==> src/rtl/uart_rcv.sv <==
// 8N1 UART receiver: two-flop synchronizer, mid-bit sampling with start-glitch
// rejection, rdy/clr_rdy handshake, framing and overrun flags.
module uart_rcv #(
   parameter int BAUD_DIV = 2604
) (
   input  logic       clk,
   input  logic       rst_n,
   input  logic       RX,
   input  logic       clr_rdy,
   output logic [7:0] rx_data,
   output logic       rdy,
   output logic       frm_err,
   output logic       ovr_err
);

   typedef enum logic [1:0] {IDLE, START, DATA, STOP} state_t;

   // Reloads are one less than the interval because the tick fires on zero.
   localparam logic [11:0] FULL_RELOAD = 12'(BAUD_DIV - 1);
   localparam logic [11:0] HALF_RELOAD = 12'(BAUD_DIV / 2 - 1);

   state_t      state_q, state_d;
   logic        rx_ff1_q, rx_s_q;
   logic [11:0] baud_q, baud_d;
   logic [3:0]  bit_q, bit_d;
   logic [8:0]  shift_q, shift_d;
   logic [7:0]  rx_data_q, rx_data_d;
   logic        rdy_q, rdy_d;
   logic        frm_q, frm_d;
   logic        ovr_q, ovr_d;
   logic        unread_q, unread_d;
   logic        armed_q, armed_d;
   logic        tick;

   always_ff @(posedge clk or negedge rst_n) begin
      if (!rst_n) begin
         rx_ff1_q  <= 1'b1;
         rx_s_q    <= 1'b1;
         state_q   <= IDLE;
         baud_q    <= '0;
         bit_q     <= '0;
         shift_q   <= '0;
         rx_data_q <= '0;
         rdy_q     <= 1'b0;
         frm_q     <= 1'b0;
         ovr_q     <= 1'b0;
         unread_q  <= 1'b0;
         armed_q   <= 1'b1;
      end else begin
         rx_ff1_q  <= RX;
         rx_s_q    <= rx_ff1_q;
         state_q   <= state_d;
         baud_q    <= baud_d;
         bit_q     <= bit_d;
         shift_q   <= shift_d;
         rx_data_q <= rx_data_d;
         rdy_q     <= rdy_d;
         frm_q     <= frm_d;
         ovr_q     <= ovr_d;
         unread_q  <= unread_d;
         armed_q   <= armed_d;
      end
   end

   assign tick = (baud_q == 12'd0);

   always_comb begin
      state_d   = state_q;
      baud_d    = baud_q;
      bit_d     = bit_q;
      shift_d   = shift_q;
      rx_data_d = rx_data_q;
      rdy_d     = rdy_q;
      frm_d     = frm_q;
      ovr_d     = ovr_q;
      unread_d  = unread_q;
      armed_d   = armed_q;

      // unread_q remembers an unconsumed byte even after a new start clears rdy.
      if (clr_rdy) begin
         rdy_d    = 1'b0;
         unread_d = 1'b0;
      end

      case (state_q)
         IDLE: begin
            if (rx_s_q) begin
               armed_d = 1'b1;
            end else if (armed_q) begin
               baud_d  = HALF_RELOAD;
               bit_d   = 4'd0;
               state_d = START;
            end
         end
         START: begin
            if (!tick) begin
               baud_d = baud_q - 12'd1;
            end else if (rx_s_q) begin
               state_d = IDLE;
            end else begin
               baud_d  = FULL_RELOAD;
               bit_d   = bit_q + 4'd1;
               rdy_d   = 1'b0;
               state_d = DATA;
            end
         end
         DATA: begin
            if (!tick) begin
               baud_d = baud_q - 12'd1;
            end else begin
               shift_d = {rx_s_q, shift_q[8:1]};
               bit_d   = bit_q + 4'd1;
               baud_d  = FULL_RELOAD;
               if (bit_q == 4'd8) state_d = STOP;
            end
         end
         STOP: begin
            if (!tick) begin
               baud_d = baud_q - 12'd1;
            end else begin
               rx_data_d = shift_q[8:1];
               frm_d     = ~rx_s_q;
               ovr_d     = unread_q;
               rdy_d     = 1'b1;
               unread_d  = 1'b1;
               armed_d   = rx_s_q;
               state_d   = IDLE;
            end
         end
         default: state_d = IDLE;
      endcase
   end

   assign rx_data = rx_data_q;
   assign rdy     = rdy_q;
   assign frm_err = frm_q;
   assign ovr_err = ovr_q;

endmodule
==> config.mk <==
export PLATFORM = sky130hd
export DESIGN_NAME = uart_rcv
export DESIGN_NICKNAME = d
export VERILOG_FILES = /design/src/rtl/uart_rcv.sv
export SDC_FILE = /design/constraint.sdc
export NUM_CORES = 1
export LEC_CHECK = 0
export CORE_MARGIN = 2
export CORE_UTILIZATION = 30
export CTS_CLUSTER_SIZE = 14
export DETAILED_ROUTE_END_ITERATION = 8
export GPL_TIMING_DRIVEN = 0
export MAX_ROUTING_LAYER = met4
export PLACE_DENSITY = 0.43
export SYNTH_ARGS = -nofsm -noshare
export SYNTH_HDL_FRONTEND = slang
export SYNTH_SLANG_ARGS = --single-unit
==> constraint.sdc <==
create_clock -name clk -period 2.3 [get_ports clk]
set_input_delay 0.345 -clock clk [delete_from_list [all_inputs] [get_ports clk]]
set_output_delay 0.345 -clock clk [all_outputs]
set_load 0.01 [all_outputs]
==> qor.txt, run 1 <==
Routed wl met3: 111 µm
VDD IR-drop max: 379.5 µV
Sequential fraction of the synthesis area: 0.4754
# nets final: 239
Vias: 1,605
RR Endpoint: bit_q[3]$_DFFE_PN0P_
WL final: 4795 µm
Setup Crit Path Kind: reg -> reg
Cells after DPL: 309
Vias in the first global route: 1,590
Highest routed layer: met4
Finished Layout Cells: 324
# Max-Cap Violations: 0
Root Buffer: clkbuf_8
HP Class: reg -> reg
RSZ-0062 raised after global routing: false
Max stage delay cell, worst path: or4_1
Max clock buf depth: 2
R2R Setup Slk: 0.12 ns
Pin count of the biggest net entering global routing: 33
CTS tree: done
Syn Nets: 210
Core Footprint: 6907 µm²
Minimum clock period: 2.179 ns
Met1 wire length: 2350 µm
Pin slew with the least headroom to its limit: 0.5232 ns
Worst-path clk slew: 0.09 ns
Iteration-0 DRC Markers: 93
Pre-Repair DR Iteration Count: 4
Vias per cell: 4.954
Hold WS: 0.3588 ns
Sink Count: 41
Later-pin clock latency in the skew report: 0.30 ns
PortBufs: 14
Synth Flop Type: dfrtp_1
Rel. slew slack: 0.6493
CP Capture Type: flip-flop
Synth warn: 0
Std cell rows: 30
Setup-failing EPs final: 0
Synth top area share: 0.4391
Die W: 88.97 µm
RR Startpoint: state_q[0]$_DFFE_PN0P_
Final period util: 0.9473
GRT Residual Overflow: 0
Synth top cells by count: dfrtp_1 (38), nor2_1 (15), o21ai_0 (14)
Hpwl dp: 3374 µm
Status: finished clean
Critical path cell sequence: buf_4 -> ha_1 -> or4_1 -> o2111a_2 -> or2_4 -> a22o_1
PD cells: 1213 nW/µm²
Syn Area/Cell: 10.94 µm²
Area growth, synth to finish: 20.91%
Largest cells by area after synthesis: dfrtp_1 (44%), mux2_2 (6.2%), ha_1 (4.6%), dfstp_2 (3.6%), o21ai_0 (3.2%)
Global-route wire length before repair: 7997 µm
CP startpoint kind: flip-flop
WL met2: 2288 µm
Post-route DRC violation count: 0
H-tree Lvls: 2
Mean routed wirelength per cell: 14.80 µm
Share of cells above drive strength 1: 0.2412
Num CTS Buffers: 5
Reg2reg path depth: 6
Achievable Freq: 459.0 MHz
Post-synth cell types: 51
Final Max Slew Viols: 0
Clock skew: 0.01250 ns
Worst Hold Depth: 0
Tot GR Track Use: 0.1354
Yosys reg bits: 41
Worst path max stage delay: 0.54 ns
Initial Util: 0.3136
Leak pwr: 0.001199 µW
Number of synthesized flops with an enable pin: 0
Worst-path maximum fanout: 6
Synthesized area: 2166 µm²
Cell taking the most area after synthesis: dfrtp_1
CP required: 2.48 ns
Hold endpoint: rx_s_q$_DFF_PN1_
Die H: 88.97 µm
Die area: 7915 µm²
Initial antenna violation count: 0
Filler Cell Count: 692
Post-layout util: 0.3792
WP data arrival: 2.36 ns
IO Count: 15
DRT antenna net count: 0
Syn Inst Count: 198
# diodes: 0
Hold path start: rx_ff1_q$_DFF_PN1_
Most numerous cell in the Yosys netlist: dfrtp_1
GPL Wtd Cong: 0.7703
Ys async rst share: 1.000
Fin. Hold Viols: 0
## power breakdown
part           total [µW]  switching, µW  internal [µW]
clock network         584            261            323
registers            1070            184            886
logic                1520            859            665
total                3180           1300           1870
## area by class of cell
| type | count | area (µm²) | area share |
|---|---|---|---|
| clock buffers | 6 | 72.57 | 0.02771 |
| well taps | 96 | 120.1 | 0.04587 |
| inverters | 10 | 37.54 | 0.01433 |
| repair buffers | 22 | 210.2 | 0.08027 |
| flip-flops and latches | 41 | 1030 | 0.3932 |
| plain buffers | 6 | 41.29 | 0.01577 |
| clock inverters | 2 | 35.03 | 0.01338 |
| multi-input cells | 141 | 1072 | 0.4095 |
## worst max-delay path, delay by kind of cell, from the launching register on
kind	cells	cell delay, ns
fa+ha+maj	1	0.27
simple gates	2	0.81
flops	1	0.42
buf+inv	1	0.15
compound gates	2	0.40
## per-stage QoR
stage	power, µW	cell area (µm²)	worst slack (ns)	TNS [ns]
after floorplan	2117	2166	0.3459	0
after global placement	2412	2426	-0.2072	-7.879
after CTS	3081	2565	0.01749	0
after global routing	3401	2619	0.01066	0
final	3177	2619	0.1212	0
after detailed placement	2471	2441	-0.1881	-0.1881
## worst max-delay path by stage
stage                      startpoint                endpoint  slack (ns)
6_report       state_q[0]$_DFFE_PN0P_    bit_q[3]$_DFFE_PN0P_        0.12
5_1_grt         baud_q[0]$_DFFE_PN0P_  rx_data[0]$_DFFE_PN0P_        0.01
4_1_cts        state_q[0]$_DFFE_PN0P_    bit_q[3]$_DFFE_PN0P_        0.02
3_5_place_dp   state_q[0]$_DFFE_PN0P_   baud_q[6]$_DFFE_PN0P_       -0.19
3_3_place_gp                    rst_n  rx_data[1]$_DFFE_PN0P_       -0.21
2_1_floorplan   baud_q[0]$_DFFE_PN0P_    bit_q[3]$_DFFE_PN0P_        0.35
## cell families (layout without fill, tap and decap cells)
kind of cell	count (synthesis)	count (layout)	share of synthesized area
adders and majority gates	8	8	0.04622
AOI/OAI and AO/OA	54	54	0.1750
buffers and inverters	16	46	0.03582
muxes	17	17	0.09474
and+or+nand+nor	62	62	0.1727
DFF	41	41	0.4754
## registers in the layout, summed over array words and instances (netlist names), named ones only
register	cells
rx_ff1_q	1
unread_q	1
rdy	1
ovr_err	1
bit_q	4
baud_q	12
rx_s_q	1
shift_q	8
frm_err	1
armed_q	1
rx_data	8
state_q	1
## layer usage
| layer | vias up | track usage |
|---|---|---|
| li1 | 780 | - |
| met4 | 0 | 0.03799 |
| met5 | - | - |
| met3 | 5 | 0.03047 |
| met2 | 18 | 0.2164 |
| met1 | 802 | 0.1738 |
## layout by cell type, fill, tap and decap left out, types with 3 or more instances in the layout
| cell type | count |
|---|---|
| nor3_1 | 3 |
| o31ai_1 | 3 |
| nand2_2 | 3 |
| buf_4 | 8 |
| nand2_1 | 8 |
| ha_1 | 8 |
| dfrtp_1 | 38 |
| dfstp_2 | 3 |
| nand3_1 | 6 |
| o21ai_0 | 13 |
| mux2_2 | 12 |
| mux2_4 | 4 |
| nor2_1 | 15 |
| a21oi_1 | 13 |
| o2bb2ai_1 | 3 |
| inv_1 | 10 |
| clkbuf_8 | 5 |
| buf_2 | 4 |
| o22a_1 | 4 |
| nand4_1 | 4 |
| clkdlybuf4s50_1 | 13 |
| a211o_1 | 3 |
| nand3b_1 | 3 |
## timing repair
item                       in CTS  in global routing
hold buffers                    1                  0
buffers inserted                0                  6
setup endpoints to repair       4                 17
hold endpoints to repair        9                  0
resized for setup               3                  4
pin swaps                       0                  1
Power figures use the tool's default switching activity.
==> run 2, diff against run 1 <==
- RECOVER_POWER: default -> 100
==> run 2 against run 1 <==
Sequential power about the same. Fmax about the same. Worst setup slack better by 0.0016 ns. Via count grew 0.50%. Largest cell class unchanged.
==> qor.txt, run 2 (same netlist as run 1, synthesis figures left out) <==
Post-route DRC violation count: 0 (unchanged)
Clock skew: 0.01233 ns (was 0.01250 ns)
Die W: 88.97 µm (unchanged)
Initial antenna violation count: 0 (unchanged)
Iteration-0 DRC Markers: 61 (was 93)
CP startpoint kind: flip-flop (unchanged)
GPL Wtd Cong: 0.7703 (unchanged)
WP data arrival: 2.36 ns (about the same)
Max stage delay cell, worst path: or4_1 (unchanged)
Die H: 88.97 µm (unchanged)
Pre-Repair DR Iteration Count: 4 (unchanged)
Initial Util: 0.3136 (unchanged)
PD cells: 1216 nW/µm² (was 1213 nW/µm²)
Area growth, synth to finish: 19.53% (was 20.91%)
Mean routed wirelength per cell: 14.86 µm (was 14.80 µm)
# nets final: 239 (unchanged)
Worst path max stage delay: 0.54 ns (about the same)
Met1 wire length: 2353 µm (was 2350 µm)
WL final: 4815 µm (was 4795 µm)
H-tree Lvls: 2 (unchanged)
GRT Residual Overflow: 0 (unchanged)
VDD IR-drop max: 379.1 µV (was 379.5 µV)
CP required: 2.48 ns (about the same)
CP Capture Type: flip-flop (unchanged)
Pin count of the biggest net entering global routing: 33 (unchanged)
Reg power frac: 0.340 (was 0.337)
Hpwl dp: 3374 µm (unchanged)
Max clock buf depth: 2 (unchanged)
# Max-Cap Violations: 0 (unchanged)
Highest routed layer: met4 (unchanged)
Setup Crit Path Kind: reg -> reg (unchanged)
Finished Layout Cells: 324 (unchanged)
Share of cells above drive strength 1: 0.2325 (was 0.2412)
Num CTS Buffers: 5 (unchanged)
Combinational share of power: 0.475 (was 0.480)
Critical path cell sequence: buf_4 -> ha_1 -> or4_1 -> o2111a_2 -> or2_4 -> a22o_1 (unchanged)
Most frequent cells in the layout: dfrtp_1 (38), nor2_1 (15), o21ai_0 (13), a21oi_1 (13), dlygate4sd3_1 (13) (was dfrtp_1 (38), nor2_1 (15), o21ai_0 (13), a21oi_1 (13), clkdlybuf4s50_1 (13))
RSZ-0062 raised after global routing: false (unchanged)
Fin. Hold Viols: 0 (unchanged)
Most common cell after layout, fill and taps aside: dfrtp_1 (unchanged)
Rel. slew slack: 0.4695 (was 0.6493)
Final period util: 0.9466 (was 0.9473)
Routed wl met3: 121 µm (was 111 µm)
Sink Count: 41 (unchanged)
Global-route wire length before repair: 7997 µm (unchanged)
Vias per cell: 4.978 (was 4.954)
Design area: 2589 µm² (was 2619 µm²)
Std cell rows: 30 (unchanged)
Leak pwr: 0.001228 µW (was 0.001199 µW)
PortBufs: 14 (unchanged)
CTS tree: done (unchanged)
Status: finished clean (unchanged)
Minimum clock period: 2.177 ns (was 2.179 ns)
Most flop-heavy register: baud_q (unchanged)
# diodes: 0 (unchanged)
Dpl cell area: 2441 µm² (unchanged)
Cell Int Power: 1851 µW (was 1873 µW)
Die area: 7915 µm² (unchanged)
Achievable Freq: 459.3 MHz (was 459.0 MHz)
Power Total: 3148 µW (was 3177 µW)
HP Class: reg -> reg (unchanged)
WL met2: 2300 µm (was 2288 µm)
Vias: 1,613 (was 1,605)
Worst-path maximum fanout: 6 (unchanged)
Cells after DPL: 309 (unchanged)
Worst-path clk slew: 0.09 ns (about the same)
Clock power frac: 0.185 (was 0.184)
Setup-failing EPs final: 0 (unchanged)
Pin slew with the least headroom to its limit: 0.7958 ns (was 0.5232 ns)
Later-pin clock latency in the skew report: 0.30 ns (about the same)
Max reg flops: 12 (unchanged)
Core Footprint: 6907 µm² (unchanged)
DRT antenna net count: 0 (unchanged)
Tot GR Track Use: 0.1354 (unchanged)
Switching Power: 1297 µW (was 1304 µW)
IO Count: 15 (unchanged)
Vias in the first global route: 1,590 (unchanged)
Final Max Slew Viols: 0 (unchanged)
Root Buffer: clkbuf_8 (unchanged)
Switching part of the total power: 0.4120 (was 0.4104)
[run 2: cell types whose count changed in the layout (fill, tap and decap cells not counted)]
| cell | before | now |
|---|---|---|
| a21oi_2 | 0 | 1 |
| a21oi_4 | 1 | 0 |
| a2bb2oi_1 | 0 | 1 |
| a2bb2oi_2 | 1 | 0 |
| buf_12 | 1 | 0 |
| buf_2 | 4 | 3 |
| clkbuf_1 | 1 | 2 |
| clkbuf_2 | 0 | 1 |
| clkdlybuf4s50_1 | 13 | 1 |
| dlygate4sd3_1 | 1 | 13 |
[run 2: critical path: cells and delay by family, from the launching register on]
family / cells / cell delay, ns
AOI/OAI and AO/OA: 2 / 0.40
adders and majority gates: 1 / 0.27
buffers and inverters: 1 / 0.15
DFF: 1 / 0.42
and+or+nand+nor: 2 / 0.81
[run 2: worst paths after layout]
check                                        from                     to  slack (ns)  cells past startpoint
hold / removal                 rx_ff1_q$_DFF_PN1_       rx_s_q$_DFF_PN1_        0.36                      0
setup reg to reg           state_q[0]$_DFFE_PN0P_   bit_q[3]$_DFFE_PN0P_        0.12                      6
hold reg to reg                rx_ff1_q$_DFF_PN1_       rx_s_q$_DFF_PN1_        0.36                      0
min in group asynchronous                   rst_n  baud_q[4]$_DFFE_PN0P_        0.54                      2
setup / recovery           state_q[0]$_DFFE_PN0P_   bit_q[3]$_DFFE_PN0P_        0.12                      6
max in group asynchronous                   rst_n   bit_q[3]$_DFFE_PN0P_        0.57                      3
[run 2: routing by layer]
layer	track usage	vias up
met5	-	-
met4	0.03799	0
met3	0.03047	4
met2	0.2164	22
met1	0.1738	805
li1	-	782
[run 2: per-stage QoR]
step,util,worst slack (ns),TNS (ns),hold WS [ns]
6_report,0.3748,0.1228,0,0.3590
3_5_place_dp,0.3534,-0.1881,-0.1881,0.2423
2_1_floorplan,-,0.3459,0,0.04941
3_3_place_gp,0.3513,-0.2072,-7.879,0.3478
4_1_cts,0.3714,0.01749,0,0.3595
5_1_grt,0.3748,0.01472,0,0.3713
[run 2: final cells by class]
cell class / count / area [µm²]
Clock inverter: 2 / 35.03
Sequential cell: 41 / 1030
Clock buffer: 6 / 72.57
Timing Repair Buffer: 22 / 193.9
Fill cell: 697 / 4318
Buffer: 6 / 41.29
Multi-Input combinational cell: 141 / 1059
Tap cell: 96 / 120.1
Inverter: 10 / 37.54
[run 2: power groups by stage]
stage                     Clock [µW]  Sequential [µW]  Combinational [µW]
after global placement             0             1070                1340
after floorplan                    0             1050                1070
after detailed placement           0             1080                1390
after global routing             632             1090                1640
final                            583             1070                1490
after CTS                        607             1070                1400
[run 2: what timing repair did]
action	CTS	global route
buffers inserted	0	6
setup endpoints to repair	4	17
gates cloned	0	0
endpoints found under the hold margin	9	0
resized for setup	3	4
pin swaps	0	1
hold buffers	1	0
==> run 3, diff against run 2 <==
- REMOVE_ABC_BUFFERS: default -> 1
- clock period: 2.3 -> 2.01 ns (I/O delays scaled with it)
==> run 3 against run 2 <==
Sequential share of layout area fell by 2.1 points. Worst hold slack barely moved. Fmax rose by 12%. Global-route usage fell by 0.18 points. Highest routed layer unchanged.
==> qor.txt, run 3 (same netlist as run 1, synthesis figures left out) <==
Final Max Slew Viols: 0 (unchanged)
WL final: 4685 µm (was 4815 µm)
Finished Layout Cells: 324 (unchanged)
Minimum clock period: 1.947 ns (was 2.177 ns)
Tot GR Track Use: 0.1336 (was 0.1354)
Die W: 88.97 µm (unchanged)
WP data arrival: 2.14 ns (was 2.36 ns)
Initial antenna violation count: 0 (unchanged)
# Max-Cap Violations: 0 (unchanged)
Die H: 88.97 µm (unchanged)
Hold endpoint: rx_s_q$_DFF_PN1_ (unchanged)
Most common cell after layout, fill and taps aside: dfrtp_1 (unchanged)
Mean routed wirelength per cell: 14.46 µm (was 14.86 µm)
Max clock buf depth: 2 (unchanged)
GRT Residual Overflow: 0 (unchanged)
H-tree Lvls: 2 (unchanged)
CP Capture Type: flip-flop (unchanged)
RR Endpoint: bit_q[3]$_DFFE_PN0P_ (unchanged)
R2R Setup Slk: 0.06 ns (was 0.12 ns)
IO Count: 15 (unchanged)
Design area: 2736 µm² (was 2589 µm²)
Area growth, synth to finish: 26.34% (was 19.53%)
Hold WS: 0.3589 ns (was 0.3590 ns)
Iteration-0 DRC Markers: 92 (was 61)
Global-route wire length before repair: 8017 µm (was 7997 µm)
Filler Cell Count: 690 (was 697)
Leak pwr: 0.001235 µW (was 0.001228 µW)
Fin. Hold Viols: 0 (unchanged)
Worst Hold Depth: 0 (unchanged)
Setup-failing EPs final: 0 (unchanged)
# diodes: 0 (unchanged)
Setup Crit Path Kind: reg -> reg (unchanged)
CTS tree: done (unchanged)
PortBufs: 14 (unchanged)
Pre-Repair DR Iteration Count: 4 (unchanged)
Core Footprint: 6907 µm² (unchanged)
Vias per cell: 5.123 (was 4.978)
VDD IR-drop max: 439.3 µV (was 379.1 µV)
Vias: 1,660 (was 1,613)
Post-route DRC violation count: 0 (unchanged)
Vias in the first global route: 1,724 (was 1,590)
Final period util: 0.9688 (was 0.9466)
Hold path start: rx_ff1_q$_DFF_PN1_ (unchanged)
Dpl cell area: 2401 µm² (was 2441 µm²)
Pin slew with the least headroom to its limit: 0.8699 ns (was 0.7958 ns)
Sink Count: 41 (unchanged)
Cells after DPL: 303 (was 309)
PD cells: 1436 nW/µm² (was 1216 nW/µm²)
Worst-path maximum fanout: 6 (unchanged)
Setup TNS: 0 ns (unchanged)
Max reg flops: 12 (unchanged)
Status: finished clean (unchanged)
Worst-path clk slew: 0.08 ns (was 0.09 ns)
Share of cells above drive strength 1: 0.3202 (was 0.2325)
GPL Wtd Cong: 0.7827 (was 0.7703)
Later-pin clock latency in the skew report: 0.29 ns (was 0.30 ns)
Most flop-heavy register: baud_q (unchanged)
Hpwl dp: 3202 µm (was 3374 µm)
Clock skew: 0.004853 ns (was 0.01233 ns)
DRT antenna net count: 0 (unchanged)
CP required: 2.20 ns (was 2.48 ns)
HP Class: reg -> reg (unchanged)
Root Buffer: clkbuf_8 (unchanged)
Most frequent cells in the layout: dfrtp_1 (36), nor2_1 (15), a21oi_1 (13), dlygate4sd3_1 (13) (was dfrtp_1 (38), nor2_1 (15), o21ai_0 (13), a21oi_1 (13), dlygate4sd3_1 (13))
Die area: 7915 µm² (unchanged)
Rel. slew slack: 0.4201 (was 0.4695)
Reg2reg path depth: 6 (unchanged)
Initial Util: 0.3136 (unchanged)
CP startpoint kind: flip-flop (unchanged)
# nets final: 239 (unchanged)
Std cell rows: 30 (unchanged)
Num CTS Buffers: 5 (unchanged)
Pin count of the biggest net entering global routing: 36 (was 33)
Achievable Freq: 513.5 MHz (was 459.3 MHz)
-- run 3: critical path, stage by stage (launching register included) --
cell and delay [ns]:
dfrtp_2 0.45, inv_4 0.07, ha_4 0.18, or4_4 0.51
o2111a_2 0.17, or2_4 0.25, a22o_1 0.21
-- run 3: through the flow --
step	util	setup WS [ns]	total power, µW
after floorplan	-	-0.1194	2390
after global placement	0.3455	-0.4523	2708
after detailed placement	0.3476	-0.4111	2777
after CTS	0.3824	-0.03065	3752
after global routing	0.3962	-0.009953	4247
final	0.3962	0.06267	3929
-- run 3: cell type report --
cell class              count  area [µm²]  share of cell area
flip-flops and latches     41        1032              0.3772
repair buffers             28       239.0             0.08733
clock inverters             2       37.54             0.01372
multi-input cells         141        1182              0.4321
well taps                  96       120.1             0.04390
clock buffers               6       82.58             0.03018
inverters                  10       42.54             0.01555
-- run 3: what timing repair did --
item                                    4_1_cts  5_1_grt
hold buffers                                  1        0
endpoints found under the setup margin       37       32
gates resized for setup                      16       18
gates cloned                                  0        0
pin swaps                                     5        8
setup buffers                                 7        5
hold endpoints to repair                      6        0
-- run 3: worst max-delay path by stage --
stage | startpoint | end | cells after the start
finish | flip-flop | bit_q[3]$_DFFE_PN0P_ | 6
global route | baud_q[1]$_DFFE_PN0P_ | bit_q[3]$_DFFE_PN0P_ | 8
CTS | baud_q[0]$_DFFE_PN0P_ | bit_q[3]$_DFFE_PN0P_ | 8
detailed placement | state_q[0]$_DFFE_PN0P_ | bit_q[3]$_DFFE_PN0P_ | 7
global placement | rst_n | shift_q[6]$_DFFE_PN0P_ | 1
floorplan | state_q[0]$_DFFE_PN0P_ | bit_q[3]$_DFFE_PN0P_ | 7
-- run 3: power breakdown --
group	switching, µW	internal [µW]	total [µW]	leakage (µW)
registers	245	1020	1260	0.000532
clock network	295	404	698	0.0000574
logic	1050	922	1970	0.000645
-- run 3: layer usage --
layer	vias up	track usage	routed length [µm]
met5	-	-	0
met4	0	0.04478	67
met3	8	0.02862	162
met2	41	0.2103	2216
met1	819	0.1719	2238
li1	792	-	-
